## src/rtl/timer_unit_pkg.sv

```systemverilog
// Shared constants for the memory-mapped interval timer.
// Address map and reset values are kept here so the top, the counter and the bench agree.
package timer_unit_pkg;

    localparam int TIMER_WORD_W = 32;

    localparam logic [TIMER_WORD_W-1:0] CYCLE_ADDR      = 32'hFFFF_001C;
    localparam logic [TIMER_WORD_W-1:0] ACK_ADDR        = 32'hFFFF_006C;
    localparam logic [TIMER_WORD_W-1:0] IRQ_CYCLE_RESET = 32'hFFFF_FFFF;

endpackage

```

## src/rtl/timer_unit_if.sv

```systemverilog
// MEM-stage access bus between the pipeline and the timer.
// Handshake: none; a load or store is valid in the cycle MemRead/MemWrite is 1 and is always accepted.
interface timer_unit_if;
    import timer_unit_pkg::*;

    logic [TIMER_WORD_W-1:0] address;
    logic [TIMER_WORD_W-1:0] data;
    logic                    MemRead;
    logic                    MemWrite;
    logic [TIMER_WORD_W-1:0] cycle;
    logic                    TimerAddress;
    logic                    TimerInterrupt;

    modport master (
        output address, data, MemRead, MemWrite,
        input  cycle, TimerAddress, TimerInterrupt
    );

    modport slave (
        input  address, data, MemRead, MemWrite,
        output cycle, TimerAddress, TimerInterrupt
    );

endinterface

```

## src/rtl/timer_unit_counter32.sv

```systemverilog
// Enabled incrementing register with asynchronous active-low clear.
// Wraps modulo 2^TIMER_WORD_W silently.
module counter32
    import timer_unit_pkg::*;
(
    input  logic                    clk,
    input  logic                    rst_n,
    input  logic                    en,
    output logic [TIMER_WORD_W-1:0] count
);

    logic [TIMER_WORD_W-1:0] count_q;
    logic [TIMER_WORD_W-1:0] count_d;

    always_comb begin
        count_d = count_q;
        if (en) begin
            count_d = count_q + TIMER_WORD_W'(1);
        end
    end

    always_ff @(posedge clk or negedge rst_n) begin
        if (!rst_n) begin
            count_q <= '0;
        end else begin
            count_q <= count_d;
        end
    end

    assign count = count_q;

endmodule

```

## src/rtl/timer_unit.sv

```systemverilog
// Interval timer beside data memory: free-running cycle counter, compare register,
// and a sticky interrupt request to cp0 cleared by a store to the ack address.
module timer_unit
    import timer_unit_pkg::*;
(
    input  logic         clock,
    input  logic         reset,
    timer_unit_if.slave  bus
);

    logic [TIMER_WORD_W-1:0] cycle_count;
    logic [TIMER_WORD_W-1:0] irq_cycle_q;
    logic [TIMER_WORD_W-1:0] irq_cycle_d;
    logic                    irq_line_q;
    logic                    irq_line_d;
    logic                    hit_cycle;
    logic                    hit_ack;
    logic                    match;

    counter32 u_cycle_count (
        .clk   (clock),
        .rst_n (reset),
        .en    (1'b1),
        .count (cycle_count)
    );

    assign hit_cycle = (bus.address == CYCLE_ADDR);
    assign hit_ack   = (bus.address == ACK_ADDR);
    // Compare uses the pre-edge registers, so a compare write never matches in its own cycle.
    assign match     = (cycle_count == irq_cycle_q);

    always_comb begin
        irq_cycle_d = irq_cycle_q;
        irq_line_d  = irq_line_q;
        if (bus.MemWrite && hit_cycle) begin
            irq_cycle_d = bus.data;
        end
        // Set has priority over ack so a fresh match is never lost.
        if (match) begin
            irq_line_d = 1'b1;
        end else if (bus.MemWrite && hit_ack) begin
            irq_line_d = 1'b0;
        end
    end

    always_ff @(posedge clock or negedge reset) begin
        if (!reset) begin
            irq_cycle_q <= IRQ_CYCLE_RESET;
            irq_line_q  <= 1'b0;
        end else begin
            irq_cycle_q <= irq_cycle_d;
            irq_line_q  <= irq_line_d;
        end
    end

    assign bus.cycle          = (bus.MemRead && hit_cycle) ? cycle_count : '0;
    assign bus.TimerAddress   = hit_cycle | hit_ack;
    assign bus.TimerInterrupt = irq_line_q;

endmodule

```

## src/flat_wrapper.sv

```systemverilog
// flat-port wrapper written by rule: the top's interface ports become plain ports
module timer_unit_flat import timer_unit_pkg::*;
  (clock, reset, bus_address, bus_data, bus_MemRead, bus_MemWrite, bus_cycle, bus_TimerAddress, bus_TimerInterrupt);
  timer_unit_if bus_i ();
  input  logic clock;
  input  logic reset;
  input wire logic [$bits(bus_i.address)-1:0] bus_address;
  input wire logic [$bits(bus_i.data)-1:0] bus_data;
  input wire logic [$bits(bus_i.MemRead)-1:0] bus_MemRead;
  input wire logic [$bits(bus_i.MemWrite)-1:0] bus_MemWrite;
  output wire logic [$bits(bus_i.cycle)-1:0] bus_cycle;
  output wire logic [$bits(bus_i.TimerAddress)-1:0] bus_TimerAddress;
  output wire logic [$bits(bus_i.TimerInterrupt)-1:0] bus_TimerInterrupt;
  assign bus_i.address = bus_address;
  assign bus_i.data = bus_data;
  assign bus_i.MemRead = bus_MemRead;
  assign bus_i.MemWrite = bus_MemWrite;
  assign bus_cycle = bus_i.cycle;
  assign bus_TimerAddress = bus_i.TimerAddress;
  assign bus_TimerInterrupt = bus_i.TimerInterrupt;
  timer_unit u_core (.clock(clock), .reset(reset), .bus(bus_i));
endmodule
```

## config.mk

```make
export PLATFORM = sky130hd
export DESIGN_NAME = timer_unit_flat
export DESIGN_NICKNAME = d
export VERILOG_FILES = /design/src/rtl/timer_unit_pkg.sv /design/src/rtl/timer_unit_if.sv /design/src/rtl/timer_unit_counter32.sv /design/src/rtl/timer_unit.sv /design/src/flat_wrapper.sv
export SDC_FILE = /design/constraint.sdc
export NUM_CORES = 1
export LEC_CHECK = 0
export ABC_AREA = 1
export BUFFER_PORTS_ARGS = -buffer_cell sky130_fd_sc_hd__buf_4
export CORE_MARGIN = 1.5
export CORE_UTILIZATION = 58
export CTS_CLUSTER_DIAMETER = 100
export DETAILED_ROUTE_END_ITERATION = 10
export PLACE_DENSITY = 0.93
export SYNTH_ARGS = -nofsm -noshare
export SYNTH_HDL_FRONTEND = slang
export SYNTH_HIERARCHICAL = 1
export SYNTH_SLANG_ARGS = --single-unit
```

## constraint.sdc

```tcl
create_clock -name clock -period 2.6 [get_ports clock]
set_input_delay 0.13 -clock clock [delete_from_list [all_inputs] [get_ports clock]]
set_output_delay 0.13 -clock clock [all_outputs]
set_load 0.02 [all_outputs]
```

==> metrics.txt <==
status=finished clean; insertion delay of the later-clocked pin in the worst-skew pair=roughly 0.34 ns; GRT met3 Usage=5.87%; GRT overflow=0; Vias=3951; Setup TNS=0 ns; most frequent cell after synthesis=nand2_1; Worst Path Arrival=~2.1 ns; post-CTS sizing=0; worst hold slack=roughly 0.017 ns; RSZ-0062 raised after global routing=no; CTS tree=done; crit start category=input port; pin count of the biggest net entering global routing=66; Final Power=2.25 mW; top post-synthesis cells by count=201 x nand2_1, 82 x nor2_1, 63 x inv_1; DIE AREA=approximately 7400 um2; Avg Cell Area, Syn=a little over 7 um2; Compound-Gate Fraction of Synth Area=less than 1%; register area share after synthesis=41.6%; Max Cap Viol=0; Finished Cell Area=~5000 um2; Main synth FF type=dfrtp_1; placed insts=~730; Synth Area in Adders=less than 1%; First-pass DRT Iterations=5; CTS Buf Count=9; pwr dens=between 400 and 500 nW/um2; CTS Buffer Depth=2; Initial DRC Count=288; core area=roughly 6700 um2; Simple-Gate Fraction of Synth Area=41.2%; DR DRC count=0; hold path start=bus_data[3]; Reg-to-Reg End=u_core/u_cycle_count/count[26]; die width=between 80 and 90 um; # diodes=0; GRT Total Usage=about 30%; worst-path maximum fanout=32; clock sinks=65; total leakage power=2.38 nW; RR Startpoint=u_core/u_cycle_count/count[0]; Root Driver=clkbuf_8; hold path depth=3; Final WS setup=between 0.4 and 0.5 ns; Peak VDD IR=about 330 uV; Gate Count Post-Synth=around 560; Buffers on Ports=101; met1 Use GR=a little over a third; kind of critical path=in2out; NumNets Final=735; main combinational cell family by area after synthesis=simple AND/OR/NAND/NOR gates; initial antenna violation count=0; Final Critical Period=~2.2 ns; DP Area=approximately 4800 um2; Finished Layout Cells=750; H-Tree Level Count=3; Yosys Warn Count=6; WHS Endpoint=u_core/irq_cycle_q[3]; Post-synth EDFFs=0; Setup WS pre-CTS=0.441 ns; area leader, netlist=dfstp_2; Worst Path Required=between 2 and 2.5 ns; area share of the largest cell type after synthesis=between 20% and 30%; top cells by area, synth=dfstp_2 21%, dfrtp_1 21%, nand2_1 19%, nor2_1 7.7%, xnor2_1 6.3%; unique cell type count in the Yosys netlist=24; vias in the first global route=~3800; reg-to-reg setup timing slack=1.01 ns; final hold viol count=0; FP Rows=30; Fmax=about 460 MHz; worst r2r path cells=8; busiest grt layer=met2; Starting Density=roughly three fifths; Die Height=roughly 86 um; Final setup viols=0; final core utilization=roughly 75%; vias per cell=between 5 and 6; Critical path origin=bus_address[1]; gpl congestion=roughly 0.93; Worst setup EP type=output pin; final worst path period share=a little over four fifths; asr flop ratio synth=100%; HP Class=in2reg; Slew HR=46.7%; Post-Synth XOR/XNOR Area=under 10%; Layout Skew=0.00602 ns; mapped cell area=4000 um2; first-pass GRT wire length=around 17 mm; Reg clk slew, reported paths=0.07 ns; dpl hpwl=7.79 mm; Slew Viols, Final=0; area grow syn2layout=25.1%; mux share of post-synthesis cell area=0%; actual slew at the worst max-slew pin=0.800 ns; share of layout cells above drive strength 1=26.0%; WL/cell=14.0 um; final wirelength=10.5 mm; Antenna Nets Post-Route=0; # IOs=102; met2 Usage GRT=roughly half; Synth Register Bits=65
[cell type report]
class | instances | area, um2
Clock buffer | 11 | 141
Clock inverter | 4 | 20.0
Fill cell | 507 | 1710
Inverter | 64 | 240
Multi-Input combinational cell | 419 | 2030
Sequential cell | 65 | 1670
Tap cell | 80 | 100
Timing Repair Buffer | 107 | 806
[repair_timing]
action                                 4_1_cts  5_1_grt
endpoints found under the hold margin       33        0
buffers inserted                             0        0
hold buffers                                 1        0
[layout by cell type, fill, tap and decap left out, types with 5 or more instances in the layout]
cell,instances
nor3_1,5
nor2_2,9
nor2_1,82
nand2_1,201
clkbuf_8,10
inv_1,63
nand4_1,37
buf_4,106
xnor2_1,29
dfrtp_1,33
nand3_1,19
xor2_1,11
nand3b_1,6
dfstp_2,32
[cell families after synthesis]
group           after synthesis
compound gates                1
buf+inv                      80
other cells                   1
xor+xnor                     40
fa+ha+maj                     1
flops                        65
simple gates                373
[registers in the layout, summed over array words and instances (netlist names)]
name,cells
u_core/irq_cycle_q,32
u_core/u_cycle_count/count,32
u_core/bus.TimerInterrupt,1
[worst max-delay path, stage by stage]
cell,delay (ns)
buf_4,0.11
nor3_1,0.22
nand2_1,0.10
nor2_2,0.34
nand3_2,0.63
nor2_1,0.33
buf_4,0.19
[power by group]
group	switching (mW)	internal (mW)
Sequential	0.0924	1.06
Clock	0.373	0.360
Combinational	0.197	0.166
Total	0.663	1.59
[layer usage]
layer  routed length (um)  share of wire [%]
met5                    0                  0
met1                 4100                 39
met4                  350                3.3
met2                 5340                 51
met3                  708                6.7
[worst max path at each step]
stage | end | slack, ns | depth (start not counted)
after floorplan | bus_cycle[0] | 1.22 | 6
after global placement | bus_cycle[17] | 0.56 | 7
after detailed placement | bus_cycle[11] | 0.44 | 7
after CTS | bus_cycle[13] | 0.44 | 7
after global routing | bus_cycle[13] | 0.27 | 9
final | bus_cycle[13] | 0.42 | 7
Power figures use the tool's default switching activity.
